## src/rtl/binary_game_core.sv

```systemverilog
// Game controller for the binary-counting DIP-switch game: shows a random target,
// waits for a held matching guess, tracks score, lives and a per-round time limit.
module binary_game_core #(
  parameter  int WIDTH    = 8,
  parameter  int LIVES    = 3,
  parameter  int BASETIME = 30,
  parameter  int MINTIME  = 10,
  parameter  int HOLD     = 4,
  parameter  int WARN     = 5,
  parameter  int TIME_W   = 8,
  localparam int LIVES_W  = ($clog2(LIVES + 1) < 2) ? 2 : $clog2(LIVES + 1)
) (
  input  logic               clk,
  input  logic               rst_n,
  input  logic               ena,
  input  logic [WIDTH-1:0]   guess,
  input  logic               start,
  input  logic               practice,
  input  logic               tick,
  input  logic [WIDTH-1:0]   rnd,
  output logic [WIDTH-1:0]   disp_value,
  output logic               disp_trigger,
  input  logic               disp_done,
  output logic [WIDTH-1:0]   score,
  output logic [LIVES_W-1:0] lives_left,
  output logic [TIME_W-1:0]  time_left,
  output logic               point,
  output logic               guessing,
  output logic               game_over
);

  localparam int CW     = (WIDTH > TIME_W) ? WIDTH : TIME_W;
  localparam int HOLD_W = ($clog2(HOLD + 1) < 1) ? 1 : $clog2(HOLD + 1);

  typedef enum logic [2:0] {IDLE, LOAD, SHOW, GUESS, MISS, REPORT, OVER} state_t;

  state_t             state, state_n;
  logic [WIDTH-1:0]   target, target_n;
  logic               practice_mode, practice_mode_n;
  logic [HOLD_W-1:0]  hold, hold_n;
  logic [WIDTH-1:0]   disp_value_n, score_n;
  logic               disp_trigger_n, point_n, guessing_n, game_over_n;
  logic [LIVES_W-1:0] lives_n, lives_dec;
  logic [TIME_W-1:0]  time_n, limit;
  logic [CW-1:0]      score_ext, limit_wide;
  logic               match_done, expire;

  // Round time limit shrinks by one second per point until it hits the floor.
  always_comb begin
    score_ext = CW'(score);
    if (score_ext < CW'(BASETIME - MINTIME))
      limit_wide = CW'(BASETIME) - score_ext;
    else
      limit_wide = CW'(MINTIME);
    limit = limit_wide[TIME_W-1:0];
  end

  always_comb begin
    state_n         = state;
    target_n        = target;
    practice_mode_n = practice_mode;
    hold_n          = hold;
    disp_value_n    = disp_value;
    disp_trigger_n  = 1'b0;
    score_n         = score;
    lives_n         = lives_left;
    time_n          = time_left;
    point_n         = point;
    match_done      = 1'b0;
    expire          = 1'b0;
    lives_dec       = lives_left - LIVES_W'(1);

    case (state)
      IDLE, OVER: begin
        if (start) begin
          state_n         = LOAD;
          practice_mode_n = practice;
          score_n         = '0;
          lives_n         = LIVES_W'(LIVES);
        end
      end
      LOAD: begin
        if (rnd != '0 && rnd != guess) begin
          target_n       = rnd;
          disp_value_n   = rnd;
          disp_trigger_n = 1'b1;
          state_n        = SHOW;
        end
      end
      // disp_trigger is high only on the first cycle, so it doubles as the ignore-done flag.
      SHOW: begin
        if (!disp_trigger && disp_done) begin
          state_n = GUESS;
          time_n  = limit;
          hold_n  = '0;
          point_n = 1'b0;
        end
      end
      GUESS: begin
        if (guess == target) begin
          hold_n     = hold + HOLD_W'(1);
          match_done = (hold == HOLD_W'(HOLD - 1));
        end else begin
          hold_n = '0;
        end
        if (!practice_mode && tick) begin
          if (time_left <= TIME_W'(WARN)) point_n = ~point;
          if (time_left != '0) time_n = time_left - TIME_W'(1);
          expire = (time_left == TIME_W'(1));
        end
        // A completed match takes priority over an expiring tick.
        if (match_done) begin
          score_n = (score == '1) ? score : score + WIDTH'(1);
          hold_n  = '0;
          state_n = LOAD;
        end else if (expire) begin
          hold_n  = '0;
          state_n = MISS;
        end
      end
      MISS: begin
        lives_n = lives_dec;
        if (lives_dec == '0) begin
          disp_value_n   = score;
          disp_trigger_n = 1'b1;
          state_n        = REPORT;
        end else begin
          state_n = LOAD;
        end
      end
      REPORT: begin
        if (!disp_trigger && disp_done) state_n = OVER;
      end
      default: state_n = IDLE;
    endcase

    if (state_n != GUESS) point_n = 1'b0;
    guessing_n  = (state_n == GUESS);
    game_over_n = (state_n == OVER);
  end

  always_ff @(posedge clk or negedge rst_n) begin
    if (!rst_n) begin
      state         <= IDLE;
      target        <= '0;
      practice_mode <= 1'b0;
      hold          <= '0;
      disp_value    <= '0;
      disp_trigger  <= 1'b0;
      score         <= '0;
      lives_left    <= LIVES_W'(LIVES);
      time_left     <= '0;
      point         <= 1'b0;
      guessing      <= 1'b0;
      game_over     <= 1'b0;
    end else if (ena) begin
      state         <= state_n;
      target        <= target_n;
      practice_mode <= practice_mode_n;
      hold          <= hold_n;
      disp_value    <= disp_value_n;
      disp_trigger  <= disp_trigger_n;
      score         <= score_n;
      lives_left    <= lives_n;
      time_left     <= time_n;
      point         <= point_n;
      guessing      <= guessing_n;
      game_over     <= game_over_n;
    end
  end

endmodule

```

## config.mk

```make
export PLATFORM = sky130hd
export DESIGN_NAME = binary_game_core
export DESIGN_NICKNAME = d
export VERILOG_FILES = /design/src/rtl/binary_game_core.sv
export SDC_FILE = /design/constraint.sdc
export NUM_CORES = 1
export LEC_CHECK = 0
export ABC_AREA = 1
export CAP_MARGIN = 10
export CORE_MARGIN = 1
export CORE_UTILIZATION = 45
export DETAILED_ROUTE_END_ITERATION = 16
export PLACE_DENSITY = 0.71
export RECOVER_POWER = 25
export SYNTH_ARGS = -nofsm -noshare
export SYNTH_HDL_FRONTEND = slang
export SYNTH_SLANG_ARGS = --single-unit
```

## constraint.sdc

```tcl
create_clock -name clk -period 2.81 [get_ports clk]
set_input_delay 0.4215 -clock clk [delete_from_list [all_inputs] [get_ports clk]]
set_output_delay 0.4215 -clock clk [all_outputs]
set_load 0.02 [all_outputs]
```

---- After elaboration in Yosys (flattened, before gate mapping) ----
Cells that the tools add are included.
Widths: inputs -> output; s select.
word-level totals
  input bits .............................. 23
  output and inout bits ................... 30
  bits in registers ....................... 45
  logic and storage cells ................. 107
operators by class
  add/sub/neg operators ................... 5
  bitwise operators ....................... 1
  order comparisons ....................... 2
  reductions and logical operators ........ 23
  muxes and demuxes ....................... 39
  equality and inequality tests ........... 25
operators by type and width
  operator             count
  $mux 8               9
  $pmux 8 s2           3
  $mux 3               11
  $pmux 3 s6           1
  $ne 2x2->1 const B   8
  $reduce_bool 8->1    2
  $reduce_and 5->1     3
  $eq 3x2->1 const B   4
  $eq 3x3->1 const B   4
  $reduce_and 3->1     4
  $mux 1               10
  $ne 3x3->1 const B   3
  $add 8x1->8 const B  1
  $eq 8x1->1 const B   1
  $eq 8x8->1           1
  $eq 8x8->1 const B   1
  $le 8x3->1 const B   1
  $lt 8x5->1 const B   1
  $ne 8x8->1           1
  $reduce_bool 2->1    4
  $sub 5x8->8 const A  1
  $sub 8x1->8 const B  1
  $pmux 3 s2           1
  $pmux 1 s2           2
  14 further kinds     17

---- Depth between registers and ports, before layout ----
Gate-level depths: netlist (run 1).
  depth in word-level cells ............... 10
  mapped depth ............................ 13
  mapped depth without buffers ............ 13

---- Worst setup path after synthesis (run 1) ----
No wires, ideal clock.
  path type ............................... reg-to-reg
  start ................................... reg score[1]
  end ..................................... reg score[0]
  arrival ................................. 1.723 ns
  stages on the path, launching flop included .. 13
  buffers on the path ..................... 1
  period minus slack after synthesis ...... 1.843 ns
  library setup time ...................... 0.120 ns
  slack ................................... 0.967 ns
  cells stage by stage .................... dfrtp_1 ha_1 nand4_2 nor2_1 inv_1 nor2_1 nand3_1 and3_4 nand2_4 inv_2 buf_6 nand3_1 o21ai_2
between the ends
  word-level cells in the longest chain between the ends .. 3
RTL lines
  item                               RTL line  RTL
  start: declaration                 24        output logic [WIDTH-1:0] score,
  start signal: assignment           163       score <= score_n;
  $eq 8x8->1                         113       score_n = (score == '1) ? score : score + WIDTH'(1);
  $ne 2x2->1 (no source line)        n/a
  $reduce_and 5->1 (no source line)  n/a
Every way passes these cells.
A chain may end at the register's enable or synchronous reset.

---- Worst setup path in the final report (run 1) ----
  start ................................... reg state[1]
  end ..................................... reg disp_value[2]
between the ends
  word-level cells in the longest chain between the ends .. 3
  elaborated cells between the ends (all ways) .. 7
RTL lines
  item                                                              RTL line  RTL
  start: declaration                                                37        state_t state, state_n;
  start signal: assignment                                          157       state <= state_n;
  $eq 3x3->1 or $eq 3x1->1 (tied branches)                          73        case (state)
  $ne 2x2->1 (no source line) or $reduce_bool 2->1 (tied branches)  n/a
  $reduce_and 4->1 (no source line)                                 n/a
  end signal: assignment                                            161       disp_value <= disp_value_n;
  end: declaration                                                  21        output logic [WIDTH-1:0] disp_value,
Parallel ways exist; a longest one is shown, timed or not.

==> results of run 1 <==
-- kinds of logic (layout without fill, tap and decap cells) --
family | after synthesis | count (layout)
compound gates | 55 | 55
buf+inv | 57 | 111
fa+ha+maj | 7 | 7
xor+xnor | 13 | 13
simple gates | 193 | 193
mux | 1 | 1
flops | 45 | 45
-- through the flow --
| step | power, W | hold WS, ns |
|---|---|---|
| after floorplan | 0.00192 | 0.126 |
| after global placement | 0.00239 | 0.468 |
| after detailed placement | 0.00241 | 0.478 |
| after CTS | 0.00294 | 0.333 |
| after global routing | 0.00315 | 0.381 |
| final | 0.00292 | 0.299 |
-- where the power goes --
group	leakage (nW)	internal, W	switching (W)	total (W)
Combinational	0.949	0.000568	0.000802	0.00137
Sequential	0.567	0.000866	0.000174	0.00104
Clock	0.0585	0.000290	0.000223	0.000513
-- worst max-delay path: stages (launching register included) --
cell and delay, ns:
dfrtp_1 0.44, nor2_1 0.16, nand2_1 0.27, clkinv_1 0.28
nand2_1 0.15, a21oi_4 0.42, nor2_1 0.08, a31oi_1 0.15
-- synth_stat cells, types with 2 or more instances --
library cell,number
nor4_1,4
nor3_1,5
inv_2,3
ha_1,7
o21ai_2,5
dfrtp_1,43
a21oi_4,2
nor2_1,38
buf_2,3
buf_6,4
nand2_2,5
nand3_1,24
xor2_1,3
o22ai_1,3
xnor2_1,10
a31oi_1,9
a21oi_1,4
clkinv_1,2
nand2_1,106
nand4_1,4
inv_1,42
o21ai_1,2
o21ai_0,23
buf_4,2
dfstp_2,2
-- cell type report --
| class | count | area, µm² | share of cell area (%) |
|---|---|---|---|
| tap | 75 | 93.8 | 2.70 |
| inverter | 47 | 176 | 5.07 |
| clock buffer | 7 | 86.3 | 2.48 |
| sequential | 45 | 1130 | 32.4 |
| timing repair buffer | 56 | 546 | 15.7 |
| multi-input combinational | 269 | 1420 | 40.8 |
| clock inverter | 1 | 30.0 | 0.863 |
-- per-layer routing --
layer,global-route usage (%),routed length [µm]
met3,3.82,266
met1,28.9,3160
met5,0,0
met4,6.61,78
met2,40.8,3290
-- final timing paths --
kind                                  to  cells past startpoint       from  slack, ns
max in group asynchronous   disp_trigger                      1      rst_n       1.87
min in group clk               game_over                      2  game_over       0.49
min reg2reg                    game_over                      2  game_over       0.49
min                        disp_value[0]                      1      rst_n       0.30
max reg2reg                disp_value[2]                      7   state[1]       0.78
max                        disp_value[2]                      7   state[1]       0.78
-- flip-flops by register name, indices dropped and copies added, names as in the netlist --
name,flops
disp_value,8
score,8
target,8
time_left,8
hold,3
state,3
lives_left,2
disp_trigger,1
game_over,1
guessing,1
point,1
practice_mode,1
==> results.ini, run 1 <==
[drt]
avgViaCountPerCell=5.27
wl_per_cell_um=13.6
dr.pass1.iters=4
drc=0
drt-total-wl_mm=6.79
first_iter_violations=148
antenna_left=0
num_vias=2633

[clock_tree]
post-cts-setup-buffers=0
htreeDepth=2
hold_buffers=0
clock_latency_ns=0.30
tritoncts=built
root_buffer=clkbuf_8
cts-buffers-inserted=5
cts_sinks=45
post_cts_resized=0
cts.clk_slew.worst_paths_ns=0.09
cts.path.max_buffers=2

[synthesis]
yosys_warnings=0
synth_xor_area_share_pct=4.06
synth_top_cell_by_area=dfrtp_1
synth.top_cell.area_share_pct=38.4
synth_cells=371
synth.avg_cell_area_um2=7.56
synth_mux_area_share_pct=0.357
synth_compound_area_share_pct=13.0
ys_seq_elements=45
ys_types=41
synth_top_family_by_area=simple AND/OR/NAND/NOR gates
synth_edf_count=0
yosys.area_share.simple_pct=30.1
synthTopCellsByArea=dfrtp_1 38%, nand2_1 14%, inv_1 5.6%
synth-seq-area-share_pct=40.2
syn_nets=401
synthArstFlopShare_pct=100
syn_area_um2=2800
synth-adder-area-share_pct=3.12
synth-main-ff-cell=dfrtp_1

[setup_path]
crit_type=reg2reg
end_kind=register
cp.arrival_ns=2.25
worst_ep_required_time_ns=3.03
worstSetupStartpointType=register
crit_fanout=17

[floorplan]
die_y_um=80.9
die_w_um=80.9
start_util_pct=47.1
ioPinCount=53
num_rows=28
fp.coreArea_um2=5960
die_area_um2=6550

[run_status]
outcome=finished clean

[placed_design]
place_area_um2=3360
dp_cells=492
portBuffers=52
place_ws_ns=0.510
place_congestion=0.828
dp_hpwl_mm=5.02

[timing]
setup_viol=0
period_share_pct=72.1
post-route-min-period_ns=2.03
max_freq_mhz=493
hold_viol_final=0
rsz0062_at_grt=no
worst_slew_pin_slew_ns=1.03
finalMaxSlewViolations=0
tns_ns=0
post-route-worst-setup-slack_ns=0.784
finClkSkew_ns=0.00516
relSlewSlack_pct=31.5

[cells_and_area]
num-nets-final=454
syn_to_final_growth_pct=24.1
mostFrequentLayoutCells=106 x nand2_1, 51 x clkdlybuf4s50_1, 43 x dfrtp_1
design_area_um2=3480
drive_gt1_share_pct=8.71
instances_no_fill=500
finish.utilization_pct=58.4
antennaDiodeCount=0
n_fill_cell=568
final_common_cell=nand2_1

[power]
ir_drop_uv=550
powerDensity_nw_per_um2=840
p_leak_nw=1.57

[global_routing]
grt_max_degree=46
grt_usage_pct=23.1
grt_pass1_vias=2643
antenna_found_initial=0
overflow=0
grt_pass1_wl_mm=11.7

[run]
maxCapViolCount=0

[min_path]
worst_hold_path_type=in2async

No activity file was read; power rests on OpenSTA's default activity.
==> run 2: changes to the inputs <==
==> constraint.sdc (replaced) <==
create_clock -name clk -period 2.03 [get_ports clk]
set_input_delay 0.3045 -clock clk [delete_from_list [all_inputs] [get_ports clk]]
set_output_delay 0.3045 -clock clk [all_outputs]
set_load 0.02 [all_outputs]
==> run 2 against run 1 <==
  * Worst setup slack worse by 0.57 ns
  * Routed wire length is 0.34% lower
  * Total power rose by 44%
  * Die area stayed put
  * Global-route usage shrank 0.32 points
  * Sequential power rose by 38%
  * Cell count up 3.2%
  * Fmax grew 11%
  * First-iteration DRC count rose by 5.4%
  * Cell area rose by 4.7%
==> results.ini, run 2 (synthesis results as in run 1) <==
[clock_tree]
htreeDepth=2
tritoncts=built
cts_sinks=45
cts.path.max_buffers=2
cts.clk_slew.worst_paths_ns=0.08
root_buffer=clkbuf_8
clock_latency_ns=0.30
cts-buffers-inserted=5

[cells_and_area]
design_area_um2=3640
final_common_cell=nand2_1
syn_to_final_growth_pct=29.9
mostFrequentLayoutCells=106 x nand2_1, 51 x clkdlybuf4s50_1, 43 x dfrtp_1
antennaDiodeCount=0
finish.utilization_pct=61.2
num-nets-final=470
drive_gt1_share_pct=12.0

[timing]
finalMaxSlewViolations=0
tns_ns=0
hold_viol_final=0
max_freq_mhz=550
period_share_pct=89.6
setup_viol=0
post-route-worst-setup-slack_ns=0.210
finClkSkew_ns=0.00985
rsz0062_at_grt=no
relSlewSlack_pct=25.1
post-route-min-period_ns=1.82
worst_slew_pin_slew_ns=1.12

[placed_design]
place_ws_ns=-0.0448
dp_hpwl_mm=5.13
portBuffers=52
place_congestion=0.849
place_area_um2=3510

[power]
p_switching_w=0.00167
power_frac_seq_pct=34.3
powerDensity_nw_per_um2=1150
intPower_w=0.00253
total_power_w=0.00420
switching_share_pct=39.7
ir_drop_uv=676
p_comb_share_pct=46.8
clkPwrFrac_pct=18.9
p_leak_nw=1.67

[setup_path]
worst_ep_required_time_ns=2.22
worstSetupStartpointType=register
cp.arrival_ns=2.01
worst_path_dominant_cell_family=simple AND/OR/NAND/NOR gates
crit_fanout=11
crit_type=reg2reg
worst-path-buf-inv=2
slowest_delay_ns=0.41
crit_chain=ha_1 > nand4_2 > nor2_1 > inv_1 > nor2_1 > nand3_1 > and3_4 > nand2_4 > inv_2 > nand3_1 > o21ai_2
end_kind=register
critPathSlowestCell=dfrtp_1

[global_routing]
antenna_found_initial=0
grt_pass1_wl_mm=11.4
grt_max_degree=46
overflow=0
grt_pass1_vias=2557
grt_usage_pct=22.8

[floorplan]
ioPinCount=53
die_area_um2=6550
die_w_um=80.9
fp.coreArea_um2=5960
die_y_um=80.9
start_util_pct=47.1
num_rows=28

[run]
maxCapViolCount=0

[drt]
wl_per_cell_um=13.1
drt-total-wl_mm=6.77
avgViaCountPerCell=5.10
antenna_left=0
num_vias=2631
first_iter_violations=156
dr.pass1.iters=4
drc=0

[run_status]
outcome=finished clean

[min_path]
worst_hold_path_type=reg2reg

-- run 2: stage by stage --
step	hold slack, ns	cells
final	0.487	516
after global routing	0.500	516
after CTS	0.492	516
after detailed placement	0.309	507
after global placement	0.307	507
after floorplan	0.00891	371
-- run 2: worst paths after layout --
check,startpoint,end,slack [ns],cells past startpoint
worst max-delay path,score[1],score[1],0.21,11
worst min-delay path,hold[0],hold[0],0.49,1
worst max register to register,score[1],score[1],0.21,11
worst min register to register,hold[0],hold[0],0.49,1
max in group asynchronous,rst_n,point,0.52,3
min in group asynchronous,rst_n,score[0],0.83,3
-- run 2: per-layer routing --
metal | GRT usage (%) | part of all wire (%) | vias to the layer above
met1 | 28.7 | 47 | 1218
met2 | 38.2 | 47 | 65
li1 | - | - | 1341
met5 | 0 | 0 | -
met3 | 4.61 | 4.8 | 7
met4 | 8.75 | 1.1 | 0
-- run 2: power by group through the flow --
| stage | registers (W) | clock network, W | logic [W] |
|---|---|---|---|
| 5_1_grt | 0.00148 | 0.000855 | 0.00216 |
| 3_5_place_dp | 0.00146 | 0 | 0.00196 |
| 6_report | 0.00144 | 0.000795 | 0.00196 |
| 2_1_floorplan | 0.00164 | 0 | 0.00102 |
| 4_1_cts | 0.00144 | 0.000822 | 0.00198 |
| 3_3_place_gp | 0.00145 | 0 | 0.00193 |
-- run 2: worst register-to-register path, delay by kind of cell (launching register included) --
family,cells,cell delay (ns)
buf+inv,2,0.15
compound gates,1,0.05
simple gates,7,0.86
fa+ha+maj,1,0.24
flops,1,0.41
-- run 2: repair_timing --
action                    4_1_cts  5_1_grt
hold buffers                    1        0
hold endpoints to repair       43        0
setup buffers                   0        0
resized for setup               0        0
-- run 2: area by class of cell --
| type | instances | area (µm²) |
|---|---|---|
| Fill cell | 565 | 2310 |
| Multi-Input combinational cell | 269 | 1420 |
| Sequential cell | 45 | 1130 |
| Timing Repair Buffer | 72 | 691 |
| Inverter | 47 | 176 |
| Tap cell | 75 | 93.8 |
| Clock buffer | 5 | 68.8 |
| Clock inverter | 3 | 65.1 |
